--- src/rtl/rf_pkg.sv ---
// ============================================================================
// Module  : rf_pkg
// Brief   : Shared widths, FSM state type and rectifier helper for the RF
//           envelope detector.
// Rev     : 1.0
// ============================================================================
`default_nettype none

package rf_pkg;
  localparam int RF_W             = 16;
  localparam int ENV_W            = 16;
  localparam int LINE_LEN_DEFAULT = 24100;

  typedef enum logic [1:0] {
    IDLE = 2'd0,
    FILL = 2'd1,
    RUN  = 2'd2
  } env_state_t;

  // |x| with the most negative code clamped so the result fits 15 bits.
  function automatic logic [14:0] abs_sat(input logic signed [RF_W-1:0] x);
    if (x == -16'sd32768) return 15'h7fff;
    else if (x < 0)       return 15'(-x);
    else                  return 15'(x);
  endfunction
endpackage

`default_nettype wire

--- src/rtl/env_out_fifo.sv ---
// ============================================================================
// Module  : env_out_fifo
// Brief   : Synchronous FIFO; push on full is accepted only with a pop.
// Rev     : 1.0
// ============================================================================
`default_nettype none

module env_out_fifo #(
  parameter int DEPTH = 16,
  parameter int WIDTH = 16
) (
  input  logic             clk,
  input  logic             reset,
  input  logic             push,
  input  logic [WIDTH-1:0] wr_data,
  input  logic             pop,
  output logic [WIDTH-1:0] rd_data,
  output logic             full,
  output logic             empty
);
  localparam int AW = $clog2(DEPTH);

  logic [AW:0]      r_wr_ptr, r_rd_ptr;
  logic [WIDTH-1:0] r_mem [DEPTH];
  logic             w_do_pop, w_do_push;

  assign empty     = (r_wr_ptr == r_rd_ptr);
  assign full      = (r_wr_ptr[AW] != r_rd_ptr[AW]) &&
                     (r_wr_ptr[AW-1:0] == r_rd_ptr[AW-1:0]);
  assign w_do_pop  = pop && !empty;
  assign w_do_push = push && (!full || w_do_pop);
  assign rd_data   = empty ? '0 : r_mem[r_rd_ptr[AW-1:0]];

  always_ff @(posedge clk) begin
    if (reset) begin
      r_wr_ptr <= '0;
      r_rd_ptr <= '0;
    end else begin
      if (w_do_push) r_wr_ptr <= r_wr_ptr + 1'b1;
      if (w_do_pop)  r_rd_ptr <= r_rd_ptr + 1'b1;
    end
  end

  always_ff @(posedge clk) begin
    if (w_do_push) r_mem[r_wr_ptr[AW-1:0]] <= wr_data;
  end
endmodule

`default_nettype wire

--- src/rtl/rf_envelope_detect.sv ---
// ============================================================================
// Module  : rf_envelope_detect
// Brief   : Rectify, moving-average and decimate one RF scanline into an
//           output FIFO. Optional DC removal via macro DC_REMOVE_EN.
// Rev     : 1.0
// ============================================================================
`default_nettype none

module rf_envelope_detect
  import rf_pkg::*;
#(
  parameter int LINE_LEN   = LINE_LEN_DEFAULT,
  parameter int WIN_LOG2   = 3,
  parameter int DECIM      = 8,
  parameter int FIFO_DEPTH = 16
`ifdef DC_REMOVE_EN
  ,parameter int DC_SHIFT  = 6
`endif
) (
  input  logic                   clk,
  input  logic                   reset,
  input  logic signed [RF_W-1:0] rf_in,
  input  logic                   rf_valid,
  input  logic                   line_start,
  output logic [ENV_W-1:0]       out_data,
  output logic                   out_valid,
  input  logic                   out_ready,
  output logic                   line_done,
  output logic                   overflow,
  output logic                   busy
);
  localparam int WIN = 1 << WIN_LOG2;
  localparam int SW  = 15 + WIN_LOG2;
  localparam int IW  = $clog2(LINE_LEN + 1);
  localparam int DW  = (DECIM > 1) ? $clog2(DECIM) : 1;

  env_state_t r_state, w_state_nxt;
  logic [IW-1:0] r_idx, w_idx;
  logic [DW-1:0] r_dcnt;
  logic w_restart, w_acc, w_last, w_fill, w_emit;

  assign w_restart = rf_valid && line_start;
  assign w_acc     = rf_valid && (line_start || (r_state != IDLE));
  assign w_idx     = w_restart ? '0 : r_idx;
  assign w_last    = (w_idx == IW'(LINE_LEN - 1));
  assign w_fill    = w_restart || (r_state == FILL);
  assign w_emit    = (w_idx == IW'(WIN - 1)) ||
                     (!w_fill && (r_dcnt == DW'(DECIM - 1)));

  always_ff @(posedge clk) begin
    if (reset) r_state <= IDLE;
    else       r_state <= w_state_nxt;
  end

  always_comb begin
    w_state_nxt = r_state;
    busy        = (r_state != IDLE);
    if (w_acc) begin
      if (w_last)                      w_state_nxt = IDLE;
      else if (w_idx >= IW'(WIN - 1))  w_state_nxt = RUN;
      else                             w_state_nxt = FILL;
    end
  end

  always_ff @(posedge clk) begin
    if (reset) begin
      r_idx     <= '0;
      r_dcnt    <= '0;
      line_done <= 1'b0;
    end else begin
      line_done <= w_acc && w_last;
      if (w_acc) begin
        r_idx  <= w_idx + IW'(1);
        r_dcnt <= (w_emit || w_fill) ? '0 : r_dcnt + DW'(1);
      end
    end
  end

  // Pre-stage: raw sample plus control flags feeding the rectifier.
  logic                   w_p_valid, w_p_first, w_p_fill, w_p_emit;
  logic signed [RF_W-1:0] w_p_x;

`ifdef DC_REMOVE_EN
  localparam int FW = RF_W + DC_SHIFT;

  logic signed [FW-1:0]   r_dc;
  logic signed [FW:0]     w_dc_err;
  logic signed [RF_W:0]   w_diff;
  logic signed [RF_W-1:0] w_x_sat;
  logic                   r_p_valid, r_p_first, r_p_fill, r_p_emit;
  logic signed [RF_W-1:0] r_p_x;

  assign w_diff   = {rf_in[RF_W-1], rf_in} -
                    {r_dc[FW-1], r_dc[FW-1:DC_SHIFT]};
  assign w_x_sat  = (w_diff[RF_W] != w_diff[RF_W-1]) ?
                    (w_diff[RF_W] ? -16'sd32768 : 16'sd32767) : w_diff[RF_W-1:0];
  assign w_dc_err = $signed({rf_in[RF_W-1], rf_in, {DC_SHIFT{1'b0}}}) -
                    $signed({r_dc[FW-1], r_dc});

  always_ff @(posedge clk) begin
    if (reset) begin
      r_dc      <= '0;
      r_p_valid <= 1'b0;
      r_p_first <= 1'b0;
      r_p_fill  <= 1'b0;
      r_p_emit  <= 1'b0;
      r_p_x     <= '0;
    end else begin
      r_p_valid <= w_acc;
      r_p_first <= w_restart;
      r_p_fill  <= w_fill;
      r_p_emit  <= w_emit;
      if (w_acc) begin
        r_p_x <= w_x_sat;
        r_dc  <= r_dc + FW'($signed(w_dc_err[FW:DC_SHIFT]));
      end
    end
  end

  assign w_p_valid = r_p_valid;
  assign w_p_first = r_p_first;
  assign w_p_fill  = r_p_fill;
  assign w_p_emit  = r_p_emit;
  assign w_p_x     = r_p_x;
`else
  assign w_p_valid = w_acc;
  assign w_p_first = w_restart;
  assign w_p_fill  = w_fill;
  assign w_p_emit  = w_emit;
  assign w_p_x     = rf_in;
`endif

  logic          r_s1_valid, r_s1_first, r_s1_fill, r_s1_emit;
  logic [14:0]   r_s1_a;
  logic [SW-1:0] r_sum;
  logic [14:0]   r_wbuf [WIN];
  logic [WIN_LOG2-1:0] r_wptr;
  logic          r_push;

  always_ff @(posedge clk) begin
    if (reset) begin
      r_s1_valid <= 1'b0;
      r_s1_first <= 1'b0;
      r_s1_fill  <= 1'b0;
      r_s1_emit  <= 1'b0;
      r_s1_a     <= '0;
      r_sum      <= '0;
      r_wptr     <= '0;
      r_push     <= 1'b0;
    end else begin
      r_s1_valid <= w_p_valid;
      r_s1_first <= w_p_first;
      r_s1_fill  <= w_p_fill;
      r_s1_emit  <= w_p_emit;
      r_s1_a     <= abs_sat(w_p_x);
      r_push     <= r_s1_valid && r_s1_emit;
      if (r_s1_valid) begin
        r_wptr <= r_wptr + 1'b1;
        if (r_s1_first)     r_sum <= SW'(r_s1_a);
        else if (r_s1_fill) r_sum <= r_sum + SW'(r_s1_a);
        else                r_sum <= r_sum + SW'(r_s1_a) - SW'(r_wbuf[r_wptr]);
      end
    end
  end

  // Window contents never need clearing: FILL samples only add.
  always_ff @(posedge clk) begin
    if (r_s1_valid) r_wbuf[r_wptr] <= r_s1_a;
  end

  logic [ENV_W-1:0] w_mean;
  logic             w_full, w_empty;

  assign w_mean    = {1'b0, r_sum[SW-1:WIN_LOG2]};
  assign out_valid = !w_empty;

  env_out_fifo #(
    .DEPTH (FIFO_DEPTH),
    .WIDTH (ENV_W)
  ) u_fifo (
    .clk     (clk),
    .reset   (reset),
    .push    (r_push),
    .wr_data (w_mean),
    .pop     (out_ready),
    .rd_data (out_data),
    .full    (w_full),
    .empty   (w_empty)
  );

  always_ff @(posedge clk) begin
    if (reset)                              overflow <= 1'b0;
    else if (r_push && w_full && !out_ready) overflow <= 1'b1;
  end
endmodule

`default_nettype wire

--- config.mk ---
export PLATFORM = sky130hd
export DESIGN_NAME = rf_envelope_detect
export DESIGN_NICKNAME = d
export VERILOG_FILES = /design/src/rtl/rf_pkg.sv /design/src/rtl/env_out_fifo.sv /design/src/rtl/rf_envelope_detect.sv
export SDC_FILE = /design/constraint.sdc
export NUM_CORES = 1
export LEC_CHECK = 0
export ABC_AREA = 1
export ABC_CLOCK_PERIOD_IN_PS = 3750
export CAP_MARGIN = 20
export CORE_ASPECT_RATIO = 0.5
export CORE_UTILIZATION = 64
export CTS_CLUSTER_DIAMETER = 200
export DETAILED_ROUTE_END_ITERATION = 10
export DONT_BUFFER_PORTS = 1
export PLACE_DENSITY = 0.92
export SLEW_MARGIN = 20
export SYNTH_ARGS = -nofsm -noshare
export SYNTH_HDL_FRONTEND = slang
export SYNTH_SLANG_ARGS = --single-unit
--- constraint.sdc ---
create_clock -name clk -period 3.75 [get_ports clk]
set_input_delay 0.75 -clock clk [delete_from_list [all_inputs] [get_ports clk]]
set_output_delay 0.75 -clock clk [all_outputs]
set_load 0.03 [all_outputs]
==> results.md, run 1 <==
- Result of the run: complete, no violations
- Global-route congestion overflow total: 0
- Class of the tightest hold or removal check: input port to flop
- Max FO, Critical Path: 60
- Reg-to-Reg End: r_sum[16]
- Setup repair after global routing missed its margin: no
- Arrival time of the worst setup path: 2.94 ns
- Final-layout worst hold slack: 0.267 ns
- Internal: 7.96 mW
- Uppermost metal layer occupied by signal nets: met4
- Number of input and output port buffers inserted: 0
- Die height: 126 um
- Fraction of power consumed by sequential logic: 51.2%
- Starting density of the core: 66.5%
- Final Hold Fails: 0
- Switching share of power: 25.4%
- Number of top-level pins: 41
- Avg Synthesized Cell Area: 10.9 um^2
- Sequential element share of the synthesized area: 63.0%
- Startpoint type of the worst setup path: flop
- Reg2reg path depth: 19
- Net count of the mapped netlist: 1,859
- Met3 routed WL: 5.79 mm
- Non-Filler Instances: 2,246
- Area taken by flip-flops and latches: 0.0124 mm^2
- Switch Pwr: 2.71 mW
- Largest incremental delay on the critical path: 0.87 ns
- Clock sinks: 440
- Part of the power in the clock network: 37.1%
- Ratio of cells with drive above 1 in the final layout: 10.6%
- Number of DRC markers in iteration 0: 2,079
- Cell Pwr Density: 492 mW/mm^2
- Number of global-route vias before repair: 14,200
- Number of distinct library cells after synthesis: 53
- Cell with the largest stage delay on the worst path: sky130_fd_sc_hd__dfxtp_4
- Number of inserted filler cells in the final layout: 1,690
- Global-route wire length before repair: 77.9 mm
- Overall routing resource usage: 32.5%
- TritonCTS clock tree: done
- Detailed-route DRC error count: 0
- Fin Setup TNS: 0 ns
- Leakage power figure: 7.89 nW
- EDFF count, synth: 360
- Classification of the worst setup path: flop to primary output
- Fraction of registers with async set/reset: 0%
- Leading cell types by total area after synthesis: sky130_fd_sc_hd__edfxtp_1 55%, sky130_fd_sc_hd__dfxtp_1 8.1%, sky130_fd_sc_hd__o21ai_0 4.1%
- Biggest area consumer among synthesized cells: sky130_fd_sc_hd__edfxtp_1
- Post-CTS setup buffer count: 0
- Max Clk Rate: 271 MHz
- Number of antenna-violating nets in the routed design: 0
- VDD IR-drop max: 0.292 mV
- Finish-stage setup viols: 0
- End of the worst hold path: r_sum[16]
- Horiz. Die Dim: 250 um
- Clock Tree Root: sky130_fd_sc_hd__clkbuf_16
- Category of cells accounting for the largest share of critical-path delay: flip-flops
- Met1 Wirelength: 18.5 mm
- Headroom to the max-slew limit: 30.1%
- Cell Area, Placed: 0.0205 mm^2
- Crit-path cells: buf_4, mux2i_1, o211ai_1, nand3_1, a21oi_1, buf_4
- DR pass1 iterations: 6
- Worst R2R Setup Slack: 0.34 ns
- Setup WS pre-CTS: 0.371 ns
- Worst clock skew: 0.0313 ns
- Clock slew seen by the registers of the worst setup and hold paths: 0.07 ns
- DIE AREA: 0.0315 mm^2
- Via Count: 14,600
- Routed wire per std cell: 22.9 um
- Placer congestion estimate: 0.978
- Row count: 44
- Number of buffers created by CTS: 37
- Number of placed instances, taps included: 2,180
- Number of stages on the worst hold path: 1
- Post-route cell area: 0.0217 mm^2
- Number of warnings printed during yosys synthesis: 0
- Combinational share of power: 11.6%
- Flip-flop cell with the highest count after synthesis: sky130_fd_sc_hd__edfxtp_1
- Maximum number of buffers from clock root to sink: 3
- Count of inserted antenna diode cells: 0
- Aggregate routed wire length: 51.4 mm
- Final critical path time including I/O delays and setup: 3.69 ns
- Core Area: 0.0296 mm^2
- Total half-perimeter wirelength after legalization and detailed placement: 29.9 mm
- Total standard cell area after synthesis: 0.0197 mm^2
- Critical path required time: 3.00 ns
- H-tree depth: 2
- Cell occurring most often along the worst timing path: sky130_fd_sc_hd__buf_4
- Source-to-sink clock delay at the later pin of the worst-skew pair: 0.57 ns
- Number of nets in the final layout: 1,889
- Met2 routed wirelength: 24.5 mm
- Category of the worst setup path capture point: primary output
- Area grow syn2layout: 10.1%
- Smallest setup slack after layout: 0.0638 ns
- Area used by multi-input combinational logic: 0.00622 mm^2
- Number of antenna violations at the first check in global routing: 0
- Pin count of the biggest net entering global routing: 62
- Crit path buf inv count: 2
- Slew of the pin with the lowest slew margin: 1.05 ns
- Total of max-cap violations: 0
- Avg Vias per Cell: 6.52
- Min-Delay Startpoint: reset
- Post-synth top area share: 54.9%
- Flip-flop and latch count after synthesis: 440
- Period utilisation layout: 98.3%
- Synthesized netlist cell count: 1,798
- Final-report max-slew violation count: 0
- Worst R2R Start: r_s1_a[4]
-- per-layer routing --
metal,global-route usage [%],vias to the layer above
met2,53.8,1118
met5,0.150,-
met4,18.1,0
met3,6.16,226
met1,40.8,6876
li1,-,6424
-- final cells by class --
type,instances,share of cell area (%)
well taps,391,2.26
flip-flops and latches,440,57.3
clock inverters,13,0.646
clock buffers,53,4.98
inverters,183,3.17
repair buffers,79,2.97
multi-input cells,1087,28.7
-- cell families after synthesis --
group / Yosys count / share of synthesized area [%]
adder cells (fa/ha/maj): 40 / 2.62
multiplexers: 60 / 3.05
AND/OR/NAND/NOR: 519 / 11.8
flip-flops: 440 / 63.0
other: 1 / 0.0190
XOR/XNOR: 28 / 1.25
AO/OA/AOI/OAI: 439 / 12.9
buffers and inverters: 271 / 5.38
-- power by group through the flow --
stage	Sequential (mW)	Combinational, mW	Clock, mW
5_1_grt	5.47	1.35	4.12
3_3_place_gp	5.56	1.14	0
3_5_place_dp	5.57	1.18	0
6_report	5.47	1.24	3.96
2_1_floorplan	5.55	0.880	0
4_1_cts	5.46	1.21	3.93
-- flip-flops by register name (all words and copies together), names as in the netlist, named ones only --
| register | count |
|---|---|
| r_push | 1 |
| r_sum | 18 |
| u_fifo.r_rd_ptr | 5 |
| r_wptr | 3 |
| u_fifo.r_wr_ptr | 5 |
| r_s1_a | 15 |
| r_s1_valid | 1 |
| overflow | 1 |
| r_dcnt | 3 |
| r_s1_fill | 1 |
| u_fifo.r_mem | 240 |
| r_state | 2 |
| r_wbuf | 120 |
| r_idx | 15 |
| line_done | 1 |
| r_s1_emit | 1 |
| r_s1_first | 1 |
-- through the flow --
step | util, % | total power [mW]
final | 73.2 | 10.7
after global routing | 73.2 | 10.9
after CTS | 73.2 | 10.6
after detailed placement | 69.1 | 6.75
after global placement | 69.1 | 6.71
after floorplan | - | 6.43
-- worst max-delay path by stage --
| stage | from | end | slack [ns] | cells past startpoint |
|---|---|---|---|---|
| 2_1_floorplan | r_s1_a[0] | r_sum[17] | 0.75 | 24 |
| 3_3_place_gp | r_s1_a[0] | r_sum[13] | 0.43 | 24 |
| 3_5_place_dp | r_s1_a[0] | r_sum[13] | 0.37 | 23 |
| 4_1_cts | flop | out_data[12] | 0.19 | 6 |
| 5_1_grt | flop | out_data[12] | 0.02 | 6 |
| 6_report | flop | out_data[12] | 0.06 | 6 |
-- synth_stat cells (10+ instances only) --
cell,instances
sky130_fd_sc_hd__edfxtp_1,360
sky130_fd_sc_hd__nand2_1,193
sky130_fd_sc_hd__inv_1,172
sky130_fd_sc_hd__o21ai_0,163
sky130_fd_sc_hd__nor2_1,162
sky130_fd_sc_hd__a21oi_1,142
sky130_fd_sc_hd__dfxtp_1,80
sky130_fd_sc_hd__nand3_1,78
sky130_fd_sc_hd__o211ai_1,69
sky130_fd_sc_hd__clkbuf_1,67
sky130_fd_sc_hd__mux2i_1,60
sky130_fd_sc_hd__ha_1,38
sky130_fd_sc_hd__nor3_1,21
sky130_fd_sc_hd__xor2_1,19
sky130_fd_sc_hd__nand2_2,15
sky130_fd_sc_hd__o22ai_1,15
sky130_fd_sc_hd__o221ai_1,14
sky130_fd_sc_hd__buf_2,12
sky130_fd_sc_hd__a31oi_1,11
sky130_fd_sc_hd__nand4_1,10
-- repair_timing --
action,4_1_cts,5_1_grt
gates resized for setup,0,3
endpoints found under the setup margin,0,5
hold buffers,0,0
-- cells in the final DEF, fill, tap and decap left out, types with 5 or more instances in the layout --
cell and instances:
sky130_fd_sc_hd__a21oi_1 142, sky130_fd_sc_hd__nand2_2 15, sky130_fd_sc_hd__clkbuf_16 39, sky130_fd_sc_hd__o221ai_1 14, sky130_fd_sc_hd__nand4_1 10, sky130_fd_sc_hd__nand3_1 78, sky130_fd_sc_hd__a31oi_1 11, sky130_fd_sc_hd__or2_2 7
sky130_fd_sc_hd__xnor2_1 9, sky130_fd_sc_hd__clkbuf_1 9, sky130_fd_sc_hd__dfxtp_1 75, sky130_fd_sc_hd__nand2_1 193, sky130_fd_sc_hd__buf_4 75, sky130_fd_sc_hd__o211ai_1 69, sky130_fd_sc_hd__clkbuf_8 5, sky130_fd_sc_hd__nand2_4 5
sky130_fd_sc_hd__nor3_1 21, sky130_fd_sc_hd__o21ai_0 163, sky130_fd_sc_hd__o22ai_1 15, sky130_fd_sc_hd__inv_2 9, sky130_fd_sc_hd__mux2i_1 60, sky130_fd_sc_hd__nand3_2 5, sky130_fd_sc_hd__xor2_1 19, sky130_fd_sc_hd__o21ai_1 8
sky130_fd_sc_hd__ha_1 38, sky130_fd_sc_hd__inv_1 172, sky130_fd_sc_hd__clkinv_1 8, sky130_fd_sc_hd__edfxtp_1 360, sky130_fd_sc_hd__nor2_1 161, sky130_fd_sc_hd__nor2_2 9
-- worst register-to-register path: cells and delay by family, from the launching register on --
kind,cells,cell delay [ns]
AO/OA/AOI/OAI,5,0.92
XOR/XNOR,1,0.17
adder cells (fa/ha/maj),2,0.74
buffers and inverters,1,0.04
flip-flops,1,0.54
AND/OR/NAND/NOR,10,0.98
Note: power is estimated with default switching activity, not from simulation.
==> inputs of run 2 (changes only) <==
--- a/config.mk
+++ b/config.mk
@@ -6,7 +6,7 @@
 export NUM_CORES = 1
 export LEC_CHECK = 0
 export ABC_AREA = 1
-export ABC_CLOCK_PERIOD_IN_PS = 3750
+export ABC_CLOCK_PERIOD_IN_PS = 3950
 export CAP_MARGIN = 20
 export CORE_ASPECT_RATIO = 0.5
 export CORE_UTILIZATION = 64
==> constraint.sdc (replaced) <==
create_clock -name clk -period 3.95 [get_ports clk]
set_input_delay 0.79 -clock clk [delete_from_list [all_inputs] [get_ports clk]]
set_output_delay 0.79 -clock clk [all_outputs]
set_load 0.03 [all_outputs]
==> results.md, run 2 (synthesized netlist as in run 1, its figures left out) <==
- Horiz. Die Dim: 250 um (unchanged)
- Cell occurring most often along the worst timing path: sky130_fd_sc_hd__inv_1
- Number of DRC markers in iteration 0: 1,983 (-4.6%)
- Worst clock skew: 0.0332 ns (+0.00188 ns)
- DIE AREA: 0.0315 mm^2 (unchanged)
- Number of buffers inserted by hold repair at cts: 0 (unchanged)
- Commonest cells after routing, fill and taps aside: 360 x sky130_fd_sc_hd__edfxtp_1, 193 x sky130_fd_sc_hd__nand2_1, 172 x sky130_fd_sc_hd__inv_1
- Max FO, Critical Path: 10 (-83%)
- Largest incremental delay on the critical path: 0.51 ns (-0.36 ns)
- Aggregate routed wire length: 50.4 mm (-2.0%)
- Starting density of the core: 66.5% (unchanged)
- Final critical path time including I/O delays and setup: 3.59 ns
- Area used by multi-input combinational logic: 0.00622 mm^2 (about the same)
- Die height: 126 um (unchanged)
- Result of the run: complete, no violations
- Source-to-sink clock delay at the later pin of the worst-skew pair: 0.57 ns (about the same)
- Period utilisation layout: 90.8%
- Number of input and output port buffers inserted: 0 (unchanged)
- Slew of the pin with the lowest slew margin: 1.07 ns (+0.0222 ns)
- Clock slew seen by the registers of the worst setup and hold paths: 0.07 ns (about the same)
- Clock sinks: 440 (unchanged)
- Number of inserted filler cells in the final layout: 1,744 (+3.2%)
- Final Hold Fails: 0 (unchanged)
- Number of global-route vias before repair: 14,400 (+1.7%)
- Number of antenna-violating nets in the routed design: 0 (unchanged)
- Global-route layer with the greatest usage: met2
- Global-route wire length before repair: 78.2 mm (+0.44%)
- Count of inserted antenna diode cells: 0 (unchanged)
- DR pass1 iterations: 6 (unchanged)
- Area taken by flip-flops and latches: 0.0124 mm^2 (unchanged)
- Clock Tree Root: sky130_fd_sc_hd__clkbuf_16
- Met2 Track Usage GR: 54.1% (+0.34 points)
- VDD IR-drop max: 0.307 mV (+4.9%)
- Leakage power figure: 7.89 nW (about the same)
- Detailed-route DRC error count: 0 (unchanged)
- Classification of the worst setup path: flop to flop
- Ratio of cells with drive above 1 in the final layout: 10.6% (unchanged)
- Finish-stage setup viols: 0 (unchanged)
- Avg Vias per Cell: 6.50 (-0.38%)
- Setup repair after global routing missed its margin: no
- H-tree depth: 2 (unchanged)
- TritonCTS clock tree: done
- Overall routing resource usage: 32.4% (-0.068 points)
- Startpoint type of the worst setup path: flop
- Critical path required time: 4.43 ns (+1.43 ns)
- Area grow syn2layout: 10.1% (about the same)
- Maximum number of buffers from clock root to sink: 3 (unchanged)
- Number of flip-flops in the largest register: 240 (unchanged)
- Final-report max-slew violation count: 0 (unchanged)
- Crit-path cells: ha_1, inv_1, fa_1, inv_1, a21oi_1, o21bai_1, xor2_1, ha_1, nand2_1, o21ai_0, inv_1, nand2_1, nand3_2, nand2_2, nand2_2, nand2_4, nand2_4, nand3b_2, nand3_1, a21oi_1
- Final Core Density: 73.2% (about the same)
- Max Clk Rate: 279 MHz
- Most common library cell in the layout ignoring fill and taps: sky130_fd_sc_hd__edfxtp_1
- Global-route congestion overflow total: 0 (unchanged)
- Number of nets in the final layout: 1,886 (-0.16%)
- Category of the worst setup path capture point: flop
- Headroom to the max-slew limit: 28.6% (-1.5 points)
- Cell with the largest stage delay on the worst path: sky130_fd_sc_hd__dfxtp_1
- Arrival time of the worst setup path: 4.07 ns (+1.13 ns)
- Pin count of the biggest net entering global routing: 61 (-1.6%)
- GR Layer Usage met1: 41.1% (+0.28 points)
- Number of antenna violations at the first check in global routing: 0 (unchanged)
- Row count: 44 (unchanged)
- Core Area: 0.0296 mm^2 (unchanged)
- Class of the tightest hold or removal check: input port to flop
- Routed wire per std cell: 22.4 um (-2.0%)
- Number of top-level pins: 41 (unchanged)
- Number of buffers created by CTS: 38 (+2.7%)
- Total of max-cap violations: 0 (unchanged)
- Total half-perimeter wirelength after legalization and detailed placement: 30.1 mm (+0.56%)
- Met3 demand-to-capacity share in global routing: 5.87% (-0.29 points)
- Fin Setup TNS: 0 ns (unchanged)
- Cell Pwr Density: 470 mW/mm^2 (-4.4%)
- Via Count: 14,600 (-0.38%)
- Placer congestion estimate: 0.957 (-2.1%)
## run 2: path summary, 6_finish.rpt
path / slack, ns / to / cells past startpoint / start
setup / recovery: 0.36 / r_sum[17] / 20 / r_s1_a[0]
hold / removal: 0.31 / u_fifo.r_wr_ptr[2] / 1 / reset
setup reg to reg: 0.36 / r_sum[17] / 20 / r_s1_a[0]
hold reg to reg: 0.43 / r_push / 2 / r_s1_emit
## run 2: layer usage
metal | share of wire [%] | vias up
met5 | 0 | -
met4 | 5.1 | 0
met3 | 11 | 221
met2 | 48 | 1051
met1 | 36 | 6894
li1 | - | 6422
## run 2: power breakdown
group	internal [mW]	switching [mW]	total, mW
Sequential	5.10	0.113	5.21
Combinational	0.399	0.750	1.15
Clock	2.12	1.71	3.83
Total	7.62	2.57	10.2
## run 2: worst max-delay path: cells and delay by family (launching register included)
kind	cells	cell delay, ns
adder cells (fa/ha/maj)	3	1.10
AND/OR/NAND/NOR	9	0.76
AO/OA/AOI/OAI	4	0.74
flip-flops	1	0.51
buffers and inverters	3	0.29
XOR/XNOR	1	0.13
## run 2: final cells by class
class	instances	area share, %
inverters	183	3.17
well taps	391	2.26
clock inverters	19	0.947
repair buffers	75	2.71
multi-input cells	1087	28.7
flip-flops and latches	440	57.3
clock buffers	51	4.90
## run 2: what timing repair did
action	CTS	global route
buffers inserted	0	0
endpoints found under the setup margin	0	1
resized for setup	0	1
## run 2: per-stage QoR
| step | power [mW] | instance area, um^2 | setup WS (ns) | hold WS, ns | instances |
|---|---|---|---|---|---|
| finish | 10.2 | 21700 | 0.363 | 0.307 | 2246 |
| CTS | 10.2 | 21700 | 0.376 | 0.286 | 2246 |
| global route | 10.5 | 21700 | 0.107 | 0.282 | 2246 |
| detailed placement | 6.40 | 20400 | 0.494 | 0.414 | 2176 |
| global placement | 6.36 | 20400 | 0.650 | 0.406 | 2176 |
| floorplan | 6.10 | 19700 | 0.951 | 0.404 | 1798 |
==> inputs of run 3 (changes only) <==
--- a/config.mk
+++ b/config.mk
@@ -6,7 +6,7 @@
 export NUM_CORES = 1
 export LEC_CHECK = 0
 export ABC_AREA = 1
-export ABC_CLOCK_PERIOD_IN_PS = 3950
+export ABC_CLOCK_PERIOD_IN_PS = 4000
 export CAP_MARGIN = 20
 export CORE_ASPECT_RATIO = 0.5
 export CORE_UTILIZATION = 64
==> constraint.sdc (replaced) <==
create_clock -name clk -period 4 [get_ports clk]
set_input_delay 0.8 -clock clk [delete_from_list [all_inputs] [get_ports clk]]
set_output_delay 0.8 -clock clk [all_outputs]
set_load 0.03 [all_outputs]
==> results.md, run 3 (synthesized netlist as in run 1, its figures left out) <==
- Number of global-route vias before repair: 14,000 (-3.0%)
- Commonest cells after routing, fill and taps aside: 360 x sky130_fd_sc_hd__edfxtp_1, 193 x sky130_fd_sc_hd__nand2_1, 171 x sky130_fd_sc_hd__inv_1
- Row count: 44 (unchanged)
- Final Hold Fails: 0 (unchanged)
- Startpoint type of the worst setup path: flop
- Die height: 126 um (unchanged)
- Worst R2R Setup Slack: 0.29 ns (-0.07 ns)
- Global-route wire length before repair: 75.3 mm (-3.8%)
- Most common library cell in the layout ignoring fill and taps: sky130_fd_sc_hd__edfxtp_1
- Number of input and output port buffers inserted: 0 (unchanged)
- Power after layout: 9.88 mW (-3.0%)
- Clock slew seen by the registers of the worst setup and hold paths: 0.07 ns (about the same)
- TritonCTS clock tree: done
- Setup repair after global routing missed its margin: no
- Critical path required time: 4.45 ns (+0.02 ns)
- Global-route layer with the greatest usage: met2
- DIE AREA: 0.0315 mm^2 (unchanged)
- Detailed-route DRC error count: 0 (unchanged)
- Class of the tightest hold or removal check: input port to flop
- Clock sinks: 440 (unchanged)
- Number of placed instances, taps included: 2,172 (-0.18%)
- Non-Filler Instances: 2,240 (-0.27%)
- Reg2reg path depth: 22 (+10%)
- Result of the run: complete, no violations
- Number of antenna violations at the first check in global routing: 0 (unchanged)
- Starting density of the core: 66.5% (unchanged)
- Ratio of cells with drive above 1 in the final layout: 10.2% (-0.34 points)
- Met2 Track Usage GR: 52.1% (-2.1 points)
- Category of the worst setup path capture point: flop
- Met3 demand-to-capacity share in global routing: 5.54% (-0.33 points)
- Horiz. Die Dim: 250 um (unchanged)
- Via Count: 14,400 (-1.2%)
- GR Layer Usage met1: 39.8% (-1.4 points)
- Pin count of the biggest net entering global routing: 61 (unchanged)
- Headroom to the max-slew limit: 40.0% (+11 points)
- Core Area: 0.0296 mm^2 (unchanged)
- Total of max-cap violations: 0 (unchanged)
- Number of antenna-violating nets in the routed design: 0 (unchanged)
- Fin Setup TNS: 0 ns (unchanged)
- Placer congestion estimate: 0.954 (-0.31%)
- Slew of the pin with the lowest slew margin: 0.899 ns (-0.172 ns)
- Area grow syn2layout: 9.61%
- Post-CTS setup buffer count: 0 (unchanged)
- H-tree depth: 2 (unchanged)
- Number of buffers created by CTS: 37 (-2.6%)
- Final-report max-slew violation count: 0 (unchanged)
- Routed wire per std cell: 22.0 um (-1.9%)
- Source-to-sink clock delay at the later pin of the worst-skew pair: 0.56 ns (about the same)
- Max Clk Rate: 270 MHz (-3.3%)
- Final Core Density: 72.9% (-0.30 points)
- Period utilisation layout: 92.7% (+1.9 points)
- Post-cts sizing count: 0 (unchanged)
- Overall routing resource usage: 31.3% (-1.1 points)
- Number of top-level pins: 41 (unchanged)
- Number of flip-flops in the largest register: 240 (unchanged)
- Number of stages on the worst hold path: 1 (unchanged)
- Clock Tree Root: sky130_fd_sc_hd__clkbuf_16
- Classification of the worst setup path: flop to flop
- Final critical path time including I/O delays and setup: 3.71 ns (+0.122 ns)
- Finish-stage setup viols: 0 (unchanged)
- Global-route congestion overflow total: 0 (unchanged)
- Aggregate routed wire length: 49.3 mm (-2.1%)
- Max FO, Critical Path: 60 (+50)
- Arrival time of the worst setup path: 4.15 ns (+0.08 ns)
- Leakage power figure: 7.85 nW (-0.58%)
- Number of buffers inserted by hold repair at cts: 0 (unchanged)
- Total half-perimeter wirelength after legalization and detailed placement: 28.6 mm (-4.9%)
- Number of nets in the final layout: 1,881 (-0.27%)
- Number of DRC markers in iteration 0: 2,004 (+1.1%)
- DR pass1 iterations: 6 (unchanged)
- VDD IR-drop max: 0.276 mV (-9.9%)
- Maximum number of buffers from clock root to sink: 3 (unchanged)
- Count of inserted antenna diode cells: 0 (unchanged)
- Cell Pwr Density: 458 mW/mm^2 (-2.6%)
- Avg Vias per Cell: 6.43 (-0.93%)
- Worst clock skew: 0.0187 ns (-0.0145 ns)
run 3: cell count changes in the layout (fill, tap and decap cells not counted), sizes merged:
cell,previous run,this run
buf,75,71
clkbuf,51,54
inv,186,183
bufinv,3,1
clkinv,11,13
clkinvlp,2,0
run 3: final timing paths:
kind / start / end
hold reg to reg: r_s1_emit / r_push
setup / recovery: flop / r_sum[15]
setup reg to reg: flop / r_sum[15]
hold / removal: reset / r_sum[16]
run 3: final cells by class:
type / count / area [um^2]
tap: 391 / 489
sequential: 440 / 12400
clock inverter: 14 / 125
timing repair buffer: 71 / 571
inverter: 183 / 687
clock buffer: 54 / 1070
fill: 1747 / 8040
multi-input combinational: 1087 / 6220
run 3: stage by stage:
step           hold slack [ns]  setup slack, ns  area [um^2]
2_1_floorplan            0.404             1.00        19700
3_3_place_gp             0.412            0.685        20400
3_5_place_dp             0.419            0.603        20400
4_1_cts                  0.295            0.411        21600
5_1_grt                  0.306           0.0181        21600
6_report                 0.320            0.292        21600
run 3: metal layers:
| metal | vias to the layer above | share of wire (%) | wire [um] |
|---|---|---|---|
| li1 | 6417 | - | - |
| met1 | 6802 | 37 | 18200 |
| met2 | 999 | 47 | 23100 |
| met3 | 195 | 11 | 5500 |
| met4 | 0 | 5.1 | 2510 |
| met5 | - | 0 | 0 |
run 3: power breakdown:
part,switching (mW),internal (mW)
combinational,0.739,0.391
clock,1.65,1.96
sequential,0.114,5.03
run 3: worst max-delay path, stage by stage, from the launching register on:
cell and delay [ns]:
sky130_fd_sc_hd__dfxtp_2 0.33, sky130_fd_sc_hd__buf_4 0.48, sky130_fd_sc_hd__o21ai_0 0.26, sky130_fd_sc_hd__o22ai_1 0.25, sky130_fd_sc_hd__inv_1 0.07, sky130_fd_sc_hd__o21ai_0 0.35, sky130_fd_sc_hd__inv_1 0.10, sky130_fd_sc_hd__ha_1 0.30
sky130_fd_sc_hd__nand3_1 0.11, sky130_fd_sc_hd__nor2_1 0.15, sky130_fd_sc_hd__nor2_1 0.07, sky130_fd_sc_hd__nor2_1 0.19, sky130_fd_sc_hd__nand3b_1 0.10, sky130_fd_sc_hd__nand2_1 0.12, sky130_fd_sc_hd__nand3_2 0.09, sky130_fd_sc_hd__nand2_2 0.08
sky130_fd_sc_hd__nand2_2 0.08, sky130_fd_sc_hd__nand2_4 0.08, sky130_fd_sc_hd__nand2_4 0.07, sky130_fd_sc_hd__nand2_1 0.09, sky130_fd_sc_hd__nand2_1 0.08, sky130_fd_sc_hd__nand3_1 0.08, sky130_fd_sc_hd__a21oi_1 0.07
